==> src/rtl/aes_pkg.sv <==
// aes_pkg
// Shared types and constants for the AES column accumulator.
//   NUM_COLS      : number of 32-bit columns in one 128-bit AES state
//   lookup_word_t : per-row lookup word, bits [0:7] S-box byte,
//                   bits [8:39] row-rotated T-box word
//   column_t      : one 32-bit state column
//   state_t       : full 128-bit state, column c at bits [32c:32c+31]
//   fsm_state_t   : accumulator FSM states
package aes_pkg;

    localparam int NUM_COLS = 4;

    typedef logic [0:39]  lookup_word_t;
    typedef logic [0:31]  column_t;
    typedef logic [0:127] state_t;

    typedef enum logic [0:0] {
        COLLECT = 1'b0,
        FULL    = 1'b1
    } fsm_state_t;

endpackage

==> src/rtl/aes_column_mix.sv <==
// aes_column_mix
// Combinational column combiner for one AES round column.
// Ports:
//   words  : in  4 x 40  per-row lookup words (S-box byte + rotated T-box word)
//   key    : in  32      round-key word for this column
//   last   : in  1       final round: take S-box bytes instead of T-box sum
//   column : out 32      resulting state column
module aes_column_mix
    import aes_pkg::*;
(
    input  lookup_word_t [0:3] words,
    input  logic [0:31]        key,
    input  logic               last,
    output logic [0:31]        column
);

    column_t t_sum;
    column_t s_bytes;

    // A normal round XORs the four row-rotated T-box words, which already
    // folds SubBytes, ShiftRows and MixColumns together. The final round
    // skips MixColumns, so only the raw S-box bytes are packed row by row.
    always_comb begin
        t_sum = '0;
        for (int r = 0; r < NUM_COLS; r++) begin
            t_sum = t_sum ^ words[r][8:39];
        end
        s_bytes = {words[0][0:7], words[1][0:7], words[2][0:7], words[3][0:7]};
        column  = (last ? s_bytes : t_sum) ^ key;
    end

endmodule

==> src/rtl/aes_column_accum.sv <==
// aes_column_accum
// Collects four round columns into a 128-bit AES state and hands the
// completed state downstream with valid/ready handshakes on both sides.
// Ports:
//   clk       : in  1        rising-edge clock
//   rst       : in  1        synchronous active-high reset
//   in_valid  : in  1        column beat offered
//   in_ready  : out 1        column beat accepted when in_valid && in_ready
//   in_words  : in  4 x 40   per-row lookup words for this column
//   in_key    : in  32       round-key word for this column
//   in_last   : in  1        beat belongs to the final round
//   out_valid : out 1        full state available
//   out_ready : in  1        consumer accepts the state
//   out_state : out 128      assembled state, column c at bits [32c:32c+31]
//   out_last  : out 1        in_last of the beat that completed the state
module aes_column_accum
    import aes_pkg::*;
(
    input  logic              clk,
    input  logic              rst,
    input  logic              in_valid,
    output logic              in_ready,
    input  logic [0:3][0:39]  in_words,
    input  logic [0:31]       in_key,
    input  logic              in_last,
    output logic              out_valid,
    input  logic              out_ready,
    output logic [0:127]      out_state,
    output logic              out_last
);

    localparam logic [1:0] LAST_COL = 2'(NUM_COLS - 1);

    fsm_state_t state;
    logic [1:0] col_cnt;
    column_t    slots [NUM_COLS];
    column_t    mix_column;
    logic       accept;

    aes_column_mix u_mix (
        .words  (in_words),
        .key    (in_key),
        .last   (in_last),
        .column (mix_column)
    );

    // While FULL, a new beat can only enter in the same cycle the pending
    // state leaves, so input readiness follows the consumer directly.
    assign out_valid = (state == FULL);
    assign in_ready  = (state == COLLECT) || out_ready;
    assign accept    = in_valid && in_ready;
    assign out_state = {slots[0], slots[1], slots[2], slots[3]};

    // Reset wins over any handshake in the same cycle and discards both a
    // partial block and a pending full state. A handshake in FULL delivers
    // the state and writes the incoming beat as column 0 of the next block,
    // so a continuous stream runs without bubbles. Slots are never cleared
    // between blocks; each is overwritten before the next delivery.
    always_ff @(posedge clk) begin
        if (rst) begin
            state    <= COLLECT;
            col_cnt  <= 2'd0;
            out_last <= 1'b0;
            for (int i = 0; i < NUM_COLS; i++) begin
                slots[i] <= '0;
            end
        end else begin
            case (state)
                COLLECT: begin
                    if (accept) begin
                        slots[col_cnt] <= mix_column;
                        if (col_cnt == LAST_COL) begin
                            state    <= FULL;
                            col_cnt  <= 2'd0;
                            out_last <= in_last;
                        end else begin
                            col_cnt <= col_cnt + 2'd1;
                        end
                    end
                end
                FULL: begin
                    if (out_ready) begin
                        state <= COLLECT;
                        if (in_valid) begin
                            slots[0] <= mix_column;
                            col_cnt  <= 2'd1;
                        end else begin
                            col_cnt <= 2'd0;
                        end
                    end
                end
                default: begin
                    state   <= COLLECT;
                    col_cnt <= 2'd0;
                end
            endcase
        end
    end

endmodule

==> config.mk <==
export PLATFORM = sky130hd
export DESIGN_NAME = aes_column_accum
export DESIGN_NICKNAME = d
export VERILOG_FILES = /design/src/rtl/aes_pkg.sv /design/src/rtl/aes_column_mix.sv /design/src/rtl/aes_column_accum.sv
export SDC_FILE = /design/constraint.sdc
export NUM_CORES = 1
export LEC_CHECK = 0
export BUFFER_PORTS_ARGS = -buffer_cell sky130_fd_sc_hd__buf_2
export CORE_ASPECT_RATIO = 0.75
export CORE_MARGIN = 2
export CORE_UTILIZATION = 43
export CTS_CLUSTER_SIZE = 28
export DETAILED_ROUTE_END_ITERATION = 8
export MAX_ROUTING_LAYER = met4
export PLACE_DENSITY = 0.79
export SKIP_LAST_GASP = 1
export SYNTH_ARGS = -nofsm -noshare
export SYNTH_HDL_FRONTEND = slang
export SYNTH_SLANG_ARGS = --single-unit
==> constraint.sdc <==
create_clock -name clk -period 1.8 [get_ports clk]
set_input_delay 0.18 -clock clk [delete_from_list [all_inputs] [get_ports clk]]
set_output_delay 0.18 -clock clk [all_outputs]
set_load 0.005 [all_outputs]
# == Word-level counts from Yosys, hierarchy flattened ==
# Memories as Yosys holds them, arrays and structs flattened.
# Cells that the tools add are included.
# totals
register_bits,4
latch_bits,0
mem_bits_rw,128
romBits,0
inputBits,197
output_inout_bits,131
word_cells,44
mem_count,1
# mem_list
memory,words,word_bits,read_ports,rd_clocked_by_memory_dff,write_ports,line,source
slots,4,32,4,0,4,aes_column_accum.sv:36,column_t slots [NUM_COLS];
# op_classes
n_addsub,1
n_mul,0
div_mod_pow,0
magnitude_cmp,0
eq_ne,3
shift,0
n_mux,25
n_bitwise,6
reduce_logical,5
# op_table
op,n
$xor 32x32->32,4
$mux 32,3
$reduce_or 32->1,1
$mux 1,16
$mux 2,4
$ne 2x2->1 const B,2
$pmux 2 s2,1
$reduce_and 3->1,1
$add 2x1->2 const B,1
$eq 2x2->1 const B,1
$pmux 1 s2,1
$reduce_and 2->1,1
$logic_and 1x1->1,1
$logic_or 1x1->1,1
$not 1->1,1
$or 1x1->1,1

# == Logic depth before layout (Yosys ltp) ==
# Gate-level depths: netlist of run 1.
# logic_depth
depth_word,9
ltp_mapped,5
mapped_depth_nobuf,4

# == Cells and area by module ==
# Synthesis of run 1 repeated with hierarchy kept, for this count alone.
# unflattened
hier_cells,503
hier_area_um2,6822.8
# by_module_without_submodules
mod,n_inst,cells_each,area_per_inst_um2,seq_area_each_um2
aes_column_accum,1,339,5340.1,3923.8
aes_column_mix,1,164,1482.7,0.0

# == Least setup slack after synthesis of run 1 ==
# Ideal clock, no wire load.
# synth_timing
path_kind,reg2reg
start,register state (netlist: out_valid)
end,memory slots[1][0] in the netlist's numbering (enable)
setup_ns,0.394
arrival_ns,1.493
t_required_ns,1.406
path_slack_ns,-0.087
path_stages_with_launch,4
n_path_buf,0
synth_period_minus_slack_ns,1.887
cell_sequence,dfxtp_1 -> and3b_1 -> nand2_1 -> nand2b_1
# synth_lines
item,line,source
from (decl),aes_column_accum.sv:34,fsm_state_t state;
from (signal assigned),aes_column_accum.sv:61,state <= COLLECT;
from (signal assigned),aes_column_accum.sv:73,state <= FULL;
from (signal assigned),aes_column_accum.sv:83,state <= COLLECT;
to (decl),aes_column_accum.sv:36,

==> results of run 1 <==
## flip-flops by register name, indices dropped and copies added (netlist names)
signal     cells
out_last       1
slots        128
col_cnt        2
out_valid      1
## kinds of logic (layout without fill, tap and decap cells)
group,Yosys count,count (layout)
compound gates,135,135
xor+xnor,128,128
fa+ha+maj,1,1
buf+inv,33,386
flops,132,132
mux,2,2
other cells,0,1
simple gates,48,48
## routing by layer
layer | global-route usage (%) | vias to the layer above
met5 | - | -
met4 | 8.33 | 0
met3 | 5.08 | 25
met2 | 38.9 | 239
met1 | 26.2 | 2591
li1 | - | 2571
## power breakdown
group / leakage, nW / switching (mW) / total, mW / internal (mW)
clock network: 0.258 / 1.24 / 3.25 / 2.01
logic: 2.66 / 0.929 / 1.73 / 0.798
registers: 1.37 / 0.0721 / 3.70 / 3.63
## area by class of cell
cell class / instances / area share (%)
antenna: 1 / 0.0258
multi-input combinational: 314 / 30.7
timing repair buffer: 353 / 20.3
inverter: 2 / 0.129
clock buffer: 20 / 4.50
sequential: 132 / 40.4
clock inverter: 11 / 1.16
tap: 210 / 2.71
## placed cells by master, fill, tap and decap left out, types with 2 or more instances in the layout
master and n:
sky130_fd_sc_hd__clkinv_2 2, sky130_fd_sc_hd__buf_4 15, sky130_fd_sc_hd__edfxtp_1 128, sky130_fd_sc_hd__clkbuf_16 17, sky130_fd_sc_hd__a211oi_1 98, sky130_fd_sc_hd__nand2_2 2, sky130_fd_sc_hd__nand2b_2 2, sky130_fd_sc_hd__a21oi_1 2
sky130_fd_sc_hd__buf_12 11, sky130_fd_sc_hd__buf_2 327, sky130_fd_sc_hd__a211oi_2 30, sky130_fd_sc_hd__mux2i_1 2, sky130_fd_sc_hd__xnor3_1 32, sky130_fd_sc_hd__clkinvlp_4 3, sky130_fd_sc_hd__bufinv_16 2, sky130_fd_sc_hd__xnor2_1 64
sky130_fd_sc_hd__dfxtp_1 4, sky130_fd_sc_hd__xor2_1 32, sky130_fd_sc_hd__clkbuf_1 3, sky130_fd_sc_hd__nor2_1 36, sky130_fd_sc_hd__clkinv_1 3
## worst max-delay path by stage
stage / cells past startpoint / startpoint / endpoint / slack, ns
2_1_floorplan: 2 / out_valid / slots[3][0] / 0.07
3_3_place_gp: 4 / out_valid / slots[0][5] / 0.26
3_5_place_dp: 4 / out_valid / slots[0][5] / 0.20
4_1_cts: 4 / out_valid / slots[0][6] / 0.19
5_1_grt: 4 / out_valid / slots[0][0] / 0.13
6_report: 4 / out_valid / slots[0][9] / 0.20
## through the flow
step,std cells,utilization (%)
global route,1043,60.6
global placement,1011,57.1
floorplan,479,-
detailed placement,1011,57.1
CTS,1042,60.6
finish,1043,60.6
==> impl_metrics.env, run 1 <==
export IMPL_yosys_mux_area_fraction_pct=0.285
export IMPL_instance_count_of_the_mapped_netlist=479
export IMPL_pre_cts_slack_ns=0.197
export IMPL_layout_area_seq_um2=3920
export IMPL_critical_path_class="flop to flop"
export IMPL_timing_hold_worst_class="primary input to flop"
export IMPL_nets=1018
export IMPL_syn_num_nets=677
export IMPL_critical_path_arrival_ns=1.71
export IMPL_synth_xor_xnor_area_share_pct=22.2
export IMPL_timing_critical_path_required_ns=1.91
export IMPL_numCtsBuffers=17
export IMPL_nFillCells=1276
export IMPL_clk_insertion_delay_late_ns=0.41
export IMPL_worstMarginPinSlew_ns=0.457
export IMPL_die_footprint_um2=17400
export IMPL_io_pins=328
export IMPL_finalSetupTns_ns=0
export IMPL_whs_path_depth=2
export IMPL_power_static_leakage_nw=4.29
export IMPL_grt_first_pass_wirelength_um=28200
export IMPL_layout_min_cycle_time_ns=1.60
export IMPL_place_port_buffers=327
export IMPL_detail_route_antenna_nets=0
export IMPL_worst_ir_drop_vdd_uv=514
export IMPL_setup_worst_path_end_class="flop"
export IMPL_synth_edff_count=128
export IMPL_path_clk_slew_ns=0.05
export IMPL_design_power_total_mw=8.67
export IMPL_post_synth_and_or_nand_nor_area_fraction_pct=3.10
export IMPL_met1Wirelength_um=7670
export IMPL_placed_area_um2=9150
export IMPL_post_route_drc_count=0
export IMPL_synthTopCellsByCount="128 x sky130_fd_sc_hd__edfxtp_1, 98 x sky130_fd_sc_hd__a211oi_1, 64 x sky130_fd_sc_hd__xnor2_1"
export IMPL_placementRows=40
export IMPL_hold_buffers=0
export IMPL_critical_path_reg2reg_startpoint="out_valid"
export IMPL_grt_start_max_net_pins=34
export IMPL_cts_root_buf="sky130_fd_sc_hd__clkbuf_16"
export IMPL_critical_path_startpoint_type="flop"
export IMPL_wl_met3_um=1260
export IMPL_worstHoldStart="rst"
export IMPL_post_synth_fa_ha_maj_area_fraction_pct=0.178
export IMPL_wirelength_um=19500
export IMPL_critical_path_max_stage_delay_ns=0.44
export IMPL_grtUsageTotal_pct=22.7
export IMPL_coreArea_um2=16000
export IMPL_gp_routability_congestion=0.813
export IMPL_max_cap_check_violation_count=0
export IMPL_mappedNetlistArea_um2=7030
export IMPL_synthToLayoutAreaGrowth_pct=37.9
export IMPL_first_global_vias=5299
export IMPL_synth_area_leaders="sky130_fd_sc_hd__edfxtp_1 55%, sky130_fd_sc_hd__a211oi_1 10%, sky130_fd_sc_hd__xnor3_1 10%"
export IMPL_post_dp_hpwl_um=14600
export IMPL_top_layer_used="met4"
export IMPL_power_density_nw_per_um2=894
export IMPL_slowest_stage="sky130_fd_sc_hd__dfxtp_1"
export IMPL_first_iter_violations=282
export IMPL_fmaxAchievable_mhz=626
export IMPL_multiInputGateArea_um2=2980
export IMPL_flop_to_flop_setup_slack_ns=0.20
export IMPL_routed_wl_met2_um=10200
export IMPL_sinks_on_clock_net=132
export IMPL_slew_violations=0
export IMPL_via_count=5426
export IMPL_start_util_pct=43.9
export IMPL_clock_skew_final_ns=0.00830
export IMPL_ys_dominant_reg_cell="sky130_fd_sc_hd__edfxtp_1"
export IMPL_grt_setup_unrepaired="false"
export IMPL_final_cell_area_um2=9700
export IMPL_synth_largest_area_cell="sky130_fd_sc_hd__edfxtp_1"
export IMPL_die_height_um=115
export IMPL_share_of_synthesized_area_occupied_by_flip_flops_and_latches_pct=55.8
export IMPL_grt_ovfl_total=0
export IMPL_finalWorstSetupSlack_ns=0.203
export IMPL_synth_top_family_by_area="XOR/XNOR gates"
export IMPL_relSlewSlack_pct=69.3
export IMPL_finalCritPeriodShare_pct=88.7
export IMPL_htree_levels=4
export IMPL_die_width_um=152
export IMPL_detail_routed_via_count_per_cell=5.20
export IMPL_synth_yosys_warnings=0
export IMPL_worst_r2r_cell_count=4
export IMPL_crit_chain="inv_1 -> o21ai_0 -> a31o_2 -> buf_12"
export IMPL_grt_antenna_before_repair=1
export IMPL_max_clock_path_buffers=2
export IMPL_post_synthesis_compound_gate_area_fraction_pct=16.5
export IMPL_async_reset_ff_share_pct=0
export IMPL_post_synth_top_count_cell="sky130_fd_sc_hd__edfxtp_1"
export IMPL_holdWs_ns=0.0957
export IMPL_critical_path_n_buffers_inverters=2
export IMPL_drtPass1Iterations=5
export IMPL_finalHoldViolations=0
export IMPL_synth_seq_cells=132
export IMPL_post_cts_resized=0
export IMPL_min_to="out_last"
export IMPL_cts_setup_buffers=0
export IMPL_synthDistinctLibCells=30
export IMPL_layout_drive_gt1_share_pct=50.0
export IMPL_tritoncts="yes"
export IMPL_timing_critical_path_max_delay_family="compound AO/OA/AOI/OAI gates"
export IMPL_setup_viol_count_final=0
export IMPL_synthDominantCellAreaShare_pct=54.7
export IMPL_worst_r2r_endpoint="slots[0][9]"
export IMPL_wl_per_cell_um=18.7
export IMPL_outcome="finished, final reports clean"
export IMPL_critPathMaxFanout=15
export IMPL_avgSynthCellArea_um2=14.7
Note: power is estimated with default switching activity, not from simulation.
==> inputs of run 2 (changes only) <==
--- a/config.mk
+++ b/config.mk
@@ -12,7 +12,7 @@
 export CTS_CLUSTER_SIZE = 28
 export DETAILED_ROUTE_END_ITERATION = 8
 export MAX_ROUTING_LAYER = met4
-export PLACE_DENSITY = 0.79
+export PLACE_DENSITY_LB_ADDON = 0.3
 export SKIP_LAST_GASP = 1
 export SYNTH_ARGS = -nofsm -noshare
 export SYNTH_HDL_FRONTEND = slang
==> constraint.sdc (replaced) <==
create_clock -name clk -period 1.4 [get_ports clk]
set_input_delay 0.14 -clock clk [delete_from_list [all_inputs] [get_ports clk]]
set_output_delay 0.14 -clock clk [all_outputs]
set_load 0.005 [all_outputs]
==> run 2 against run 1 <==
Against the previous run: the run now ends with setup timing left; clock power grew 43%; non-clock buffer count up 57; largest power group unchanged; highest routed layer unchanged; global-route usage is 1.1 points higher.
==> impl_metrics.env, run 2 (synthesis results as in run 1) <==
export IMPL_finalWorstSetupSlack_ns=-0.0775
export IMPL_largestRegisters="slots x128, col_cnt x2"
export IMPL_grt_util_met1_pct=26.7
export IMPL_slew_violations=0
export IMPL_die_height_um=115
export IMPL_setup_viol_count_final=169
export IMPL_path_clk_slew_ns=0.06
export IMPL_clock_skew_final_ns=0.00600
export IMPL_grt_start_max_net_pins=33
export IMPL_relSlewSlack_pct=67.5
export IMPL_power_static_leakage_nw=4.72
export IMPL_fin_util_pct=65.6
export IMPL_via_count=5681
export IMPL_grt_met2_usage_pct=42.9
export IMPL_drtPass1Iterations=5
export IMPL_numCtsBuffers=17
export IMPL_violations="setup timing"
export IMPL_htree_levels=4
export IMPL_largest_register_ffs=128
export IMPL_timing_critical_path_required_ns=1.64
export IMPL_first_global_vias=5678
export IMPL_grt_antenna_before_repair=1
export IMPL_critical_path_startpoint_type="flop"
export IMPL_wl_per_cell_um=18.7
export IMPL_fmaxAchievable_mhz=677
export IMPL_final_cell_area_um2=10500
export IMPL_hold_buffers=0
export IMPL_sinks_on_clock_net=132
export IMPL_detail_route_antenna_nets=0
export IMPL_synthToLayoutAreaGrowth_pct=49.5
export IMPL_placementRows=40
export IMPL_power_density_nw_per_um2=1150
export IMPL_design_power_total_mw=12.1
export IMPL_finalSetupTns_ns=-3.86
export IMPL_finalCritPeriodShare_pct=106
export IMPL_start_util_pct=43.9
export IMPL_clk_insertion_delay_late_ns=0.41
export IMPL_gr_usage_met3_pct=5.95
export IMPL_worstMarginPinSlew_ns=0.488
export IMPL_grt_setup_unrepaired="true"
export IMPL_critical_path_arrival_ns=1.72
export IMPL_grt_ovfl_total=0
export IMPL_tritoncts="yes"
export IMPL_layout_min_cycle_time_ns=1.48
export IMPL_max_cap_check_violation_count=0
export IMPL_critical_path_class="flop to flop"
export IMPL_finalHoldViolations=0
export IMPL_global_route_peak_usage_layer="met2"
export IMPL_io_pins=328
export IMPL_post_dp_hpwl_um=14900
export IMPL_cts_root_buf="sky130_fd_sc_hd__clkbuf_16"
export IMPL_wirelength_um=20600
export IMPL_setup_worst_path_end_class="flop"
export IMPL_worst_ir_drop_vdd_uv=797
export IMPL_gp_routability_congestion=0.816
export IMPL_placed_area_um2=9510
export IMPL_post_route_drc_count=0
export IMPL_max_clock_path_buffers=2
export IMPL_layout_drive_gt1_share_pct=55.5
export IMPL_coreArea_um2=16000
export IMPL_die_footprint_um2=17400
export IMPL_detail_routed_via_count_per_cell=5.16
export IMPL_critPathMaxFanout=6
export IMPL_largest_register_by_flop_count="slots"
export IMPL_die_width_um=152
export IMPL_final_cell_mix="327 x sky130_fd_sc_hd__buf_2, 128 x sky130_fd_sc_hd__edfxtp_1, 89 x sky130_fd_sc_hd__a211oi_1"
export IMPL_first_iter_violations=312
export IMPL_place_port_buffers=327
export IMPL_outcome="finished, violations left"
export IMPL_nets=1076
export IMPL_pre_cts_slack_ns=-0.115
export IMPL_final_common_cell="sky130_fd_sc_hd__buf_2"
export IMPL_timing_hold_worst_class="primary input to flop"
export IMPL_grt_first_pass_wirelength_um=29600
export IMPL_grtUsageTotal_pct=23.8
run 2: cell type report:
cell class	count	area, um^2
timing repair buffer	410	2610
fill	1202	5500
tap	210	263
inverter	2	10.0
clock inverter	14	188
multi-input combinational	315	3090
clock buffer	17	425
sequential	132	3930
antenna	1	2.50
run 2: metal layers:
metal	up-vias	wire (um)
met4	0	127
met1	2715	7760
met3	13	1700
met5	-	0
met2	263	11000
li1	2690	-
run 2: what timing repair did:
item / CTS / global route
buffers inserted: 4 / 4
resized for setup: 16 / 14
endpoints found under the setup margin: 166 / 189
gates cloned: 4 / 2
pin swaps: 2 / 2
run 2: report_power, final:
group          internal, mW  switching, mW  total [mW]
Sequential             4.67         0.0996        4.77
Combinational          1.40           1.30        2.70
Clock                  2.96           1.70        4.66
Total                  9.03           3.10        12.1
run 2: worst paths after layout:
path,start,end,slack (ns),depth (start not counted)
worst min register to register,out_last,out_last,0.51,2
worst max register to register,col_cnt[0],slots[2][21],-0.08,6
worst min-delay path,in_last,out_last,0.02,3
worst max-delay path,col_cnt[0],slots[2][21],-0.08,6
run 2: stage by stage:
step / instances / hold slack (ns)
2_1_floorplan: 479 / 0.284
3_3_place_gp: 1055 / 0.435
3_5_place_dp: 1055 / 0.444
4_1_cts: 1094 / 0.00761
5_1_grt: 1101 / 0.0376
6_report: 1101 / 0.0194
run 2: worst max-delay path: stages (launching register included):
cell and delay [ns]:
sky130_fd_sc_hd__dfxtp_2 0.33, sky130_fd_sc_hd__and4bb_2 0.33, sky130_fd_sc_hd__buf_6 0.11, sky130_fd_sc_hd__nand2b_4 0.08, sky130_fd_sc_hd__buf_12 0.15, sky130_fd_sc_hd__buf_12 0.13
sky130_fd_sc_hd__a211oi_2 0.16
